**src/rtl/input_16.sv**
```systemverilog
// input_16: byte-serial receiver. Pairs high/low data bytes from a 10-bit
// coded bus into 16-bit words, queues them in a 2-entry show-ahead FIFO and
// keeps sticky flags for dropped words, timed-out partials and bad codes.
module input_16 #(
   parameter int TIMEOUT = 15
) (
   input  logic        clock,
   input  logic        reset,
   input  logic [9:0]  in,
   output logic [15:0] word,
   output logic        word_valid,
   input  logic        word_ready,
   output logic        overflow,
   output logic        timeout_err,
   output logic        frame_err,
   input  logic        err_clear
);

   localparam int             CW   = $clog2(TIMEOUT + 1);
   localparam logic [CW-1:0]  TO_V = CW'(TIMEOUT);

   typedef enum logic {WAIT_HI, WAIT_LO} state_t;

   state_t           state;
   logic [7:0]       hi_reg;
   logic [CW-1:0]    cnt;
   logic [1:0][15:0] mem;
   logic [1:0]       count;

   logic [1:0]    code;
   logic          is_data;
   logic          is_gap;
   logic          push;
   logic          pop;
   logic [15:0]   push_word;
   logic [CW-1:0] cnt_inc;
   logic          to_hit;

   assign code      = in[1:0];
   assign is_data   = (code == 2'b11);
   // reserved code is treated as an idle cycle for assembly purposes
   assign is_gap    = (code == 2'b00) || (code == 2'b10);
   assign push      = (state == WAIT_LO) && is_data;
   assign push_word = {hi_reg, in[9:2]};
   assign pop       = word_ready && (count != 2'd0);
   // idle counter saturates at TIMEOUT so it can never wrap back to a small value
   assign cnt_inc   = (cnt == TO_V) ? cnt : cnt + 1'b1;
   assign to_hit    = (state == WAIT_LO) && is_gap && (cnt_inc == TO_V);

   assign word       = (count != 2'd0) ? mem[0] : 16'h0000;
   assign word_valid = (count != 2'd0);

   // assembler FSM plus the timeout/frame sticky flags (set beats clear)
   always_ff @(posedge clock or posedge reset) begin
      if (reset) begin
         state       <= WAIT_HI;
         hi_reg      <= 8'h00;
         cnt         <= '0;
         timeout_err <= 1'b0;
         frame_err   <= 1'b0;
      end else begin
         case (state)
            WAIT_HI: begin
               if (is_data) begin
                  hi_reg <= in[9:2];
                  cnt    <= '0;
                  state  <= WAIT_LO;
               end
            end
            WAIT_LO: begin
               if (is_data || code == 2'b01) begin
                  state <= WAIT_HI;
               end else begin
                  cnt <= cnt_inc;
                  if (cnt_inc == TO_V) state <= WAIT_HI;
               end
            end
            default: state <= WAIT_HI;
         endcase
         timeout_err <= to_hit | (timeout_err & ~err_clear);
         frame_err   <= (code == 2'b10) | (frame_err & ~err_clear);
      end
   end

   // 2-entry FIFO, mem[0] is always the head; a pop frees room for a same-edge push
   always_ff @(posedge clock or posedge reset) begin
      if (reset) begin
         mem      <= '0;
         count    <= 2'd0;
         overflow <= 1'b0;
      end else begin
         if (push && pop) begin
            if (count == 2'd1) begin
               mem[0] <= push_word;
            end else begin
               mem[0] <= mem[1];
               mem[1] <= push_word;
            end
         end else if (push) begin
            if (count != 2'd2) begin
               mem[count[0]] <= push_word;
               count         <= count + 2'd1;
            end
         end else if (pop) begin
            mem[0] <= mem[1];
            count  <= count - 2'd1;
         end
         overflow <= (push && !pop && count == 2'd2) | (overflow & ~err_clear);
      end
   end

endmodule
```
**config.mk**
```make
export PLATFORM = sky130hd
export DESIGN_NAME = input_16
export DESIGN_NICKNAME = d
export VERILOG_FILES = /design/src/rtl/input_16.sv
export SDC_FILE = /design/constraint.sdc
export NUM_CORES = 1
export LEC_CHECK = 0
export CORE_MARGIN = 2
export CORE_UTILIZATION = 55
export CTS_BUF_LIST = sky130_fd_sc_hd__clkbuf_4
export CTS_CLUSTER_DIAMETER = 40
export DETAILED_ROUTE_END_ITERATION = 12
export PLACE_DENSITY = 0.8
export RECOVER_POWER = 25
export SLEW_MARGIN = 20
export SYNTH_ARGS = -nofsm -noshare
export SYNTH_HDL_FRONTEND = slang
export SYNTH_SLANG_ARGS = --single-unit
```
**constraint.sdc**
```tcl
create_clock -name clock -period 6.3 [get_ports clock]
set_input_delay 1.26 -clock clock [delete_from_list [all_inputs] [get_ports clock]]
set_output_delay 1.26 -clock clock [all_outputs]
set_load 0.005 [all_outputs]
```
==> results.toml <==
[outcome]
status = "finished with violations"
violations = "max-capacitance violations, max-slew violations"

[detailed_routing]
wl_um = 4620
vias = 1683
ant_nets = 0
drc_errors = 0
first_pass_iters = 4
drtIter0Drc = 75
routed_via_density = 5.55
avgRoutedWirePerCell_um = 15.3

[worst_hold_path]
hold_path_class = "register to register"
min_from = "timeout_err"

[finish]
antenna-diode-count = 0
area_growth_pct = 16.2
largest_reg_flops = 32
fin_cells = 303
fin_nets = 268
drive_gt1_share_pct = 20.7

[placed_design]
port_buffers = 33
pre_cts_slack_ns = 3.00
dp_hpwl_um = 3010
placed_cells = 294
place_congestion = 0.783

[synth]
synth_seq_cells = 50
syn_nets = 237
synth-seq-area-share_pct = 49.9
avgSynthCellArea_um2 = 11.4
syn_area_um2 = 2510
synth_cell_types = 41
yosys_warnings = 0
synth_cells = 219

[die]
io_pins = 34
die-area_um2 = 5110
die_height_um = 71.5
die_x_um = 71.5
core_area_um2 = 4380
start_util_pct = 57.2
num_rows = 24

[clocking]
root_buffer = "clkbuf_4"
post_cts_buffers = 0
clock_latency_ns = 0.38
clkTransAtPathRegs_ns = 0.15
htreeDepth = 2
cts.sinks = 50
cts_resized = 0
cts_tree = "done"
cts_buffers = 5
cts_buffer_depth = 2
holdBufCountCts = 0

[sta]
grt_setup_unrepaired = "false"
finalSetupTns_ns = 0
slew_headroom_pct = -46.3
fmax_ghz = 0.271
finalCriticalPeriod_ns = 3.70
hold_viol = 0
hold_ws_ns = 0.506
tightest_slew_ns = 2.18
setup_violations = 0
setup_slack_ns = 2.60
fin_crit_sh_pct = 58.7
final_max_slew_viol_count = 51
clock_skew_ns = 0.0176

[pwr]
p_leak_nw = 1.24
total_power_w = 0.00130
worst_ir_drop_vdd_v = 0.000180
p_per_area_nw_per_um2 = 445

[worst_setup_path]
critPathCapture = "word[2]"
crit_path_end_kind = "output port"
rr_worst_depth = 6
rr_endpoint = "mem[27]"
crit_arrival_ns = 2.44
critical_path.max_fanout = 20
crit_start = "count[0]"
crit_required_ns = 5.04
crit_type = "register to output port"
reg2reg_slack_ns = 3.70
worstReg2RegStart = "count[0]"
cp-start-kind = "register"

[grt]
grt_max_degree = 51
grt_use_total_pct = 20.1
grt_pass1_vias = 1622
antenna_found_initial = 0
grt_overflow = 0
grt_pass1_wl_um = 7960

[job]
cap_violations = 1
## critical path, cell delays in order, from the launching register on
cell	delay [ns]
dfrtp_1	0.53
inv_1	0.15
ha_1	0.63
and2b_2	0.31
clkdlybuf4s50_1	0.44
## cells by family after synthesis
family / after synthesis / synth area share [%]
AOI/OAI and AO/OA: 36 / 10.7
buffers and inverters: 18 / 4.74
DFF: 50 / 49.9
adders and majority gates: 4 / 2.00
xor gates and xnor gates: 1 / 0.350
muxes: 24 / 12.3
and+or+nand+nor: 86 / 20.0
## cell usage after synthesis, drive strengths merged
cell type,number,area [um^2]
dfrtp,50,1250
mux2,24,308
nand3,21,118
nor2,20,98.8
nand2,18,67.6
a31oi,17,121
nor2b,9,56.3
and2b,8,70.1
inv,8,30.0
buf,7,77.6
o21ai,6,33.8
a21oi,4,20.0
ha,4,50.1
clkbuf,3,11.3
a32o,2,20.0
nand2b,2,20.0
nor4b,2,17.5
o31ai,2,28.8
a22o,1,8.76
a311oi,1,8.76
a31o,1,8.76
and3,1,6.26
and4,1,8.76
nand3b,1,7.51
nor3,1,5.00
nor3b,1,18.8
o211a,1,10.0
o31a,1,8.76
or2,1,6.26
xnor2,1,8.76
## report_power, final
| group | leakage [nW] | switching [W] | internal (W) |
|---|---|---|---|
| clock | 0.0419 | 0.000103 | 0.0000881 |
| combinational | 0.597 | 0.000242 | 0.000330 |
| sequential | 0.605 | 0.0000832 | 0.000449 |
## worst min-delay path by stage
stage	slack (ns)	to	cells after the start
2_1_floorplan	0.48	mem[23]	1
3_3_place_gp	0.48	timeout_err	1
3_5_place_dp	0.48	timeout_err	1
4_1_cts	0.51	timeout_err	1
5_1_grt	0.54	mem[27]	1
6_report	0.51	timeout_err	1
## cell usage in the layout (no fill, tap or decap), drive strengths merged, types with 2 or more instances in the layout
cell	netlist	routed
dfrtp	50	50
clkdlybuf4s50	0	31
mux2	24	24
nand3	21	21
nor2	20	20
nand2	18	18
a31oi	17	17
nor2b	9	9
and2b	8	8
inv	8	7
clkbuf	3	6
o21ai	6	6
a21oi	4	4
ha	4	4
nor4b	2	2
a32o	2	2
dlygate4sd3	0	2
nand2b	2	2
o31ai	2	2
clkinvlp	0	2
## metal layers
metal | GRT usage (%) | share of wire, % | up-vias | routed length, um
li1 | - | - | 835 | -
met1 | 28.0 | 46 | 806 | 2150
met2 | 31.5 | 48 | 34 | 2200
met3 | 4.36 | 4.3 | 8 | 198
met4 | 6.92 | 1.6 | 0 | 74
met5 | 0 | 0 | - | 0
## through the flow
stage / area (um^2) / util, %
4_1_cts: 2900 / 66.0
3_3_place_gp: 2810 / 64.2
6_report: 2910 / 66.4
5_1_grt: 2910 / 66.4
2_1_floorplan: 2510 / -
3_5_place_dp: 2810 / 64.2
## area by class of cell
type / count / area [um^2]
flip-flops and latches: 50 / 1250
fillers: 353 / 1470
multi-input cells: 151 / 1140
repair buffers: 34 / 345
inverters: 8 / 31.3
clock buffers: 6 / 45.0
clock inverters: 2 / 37.5
well taps: 52 / 65.1
No activity file was read; power rests on OpenSTA's default activity.
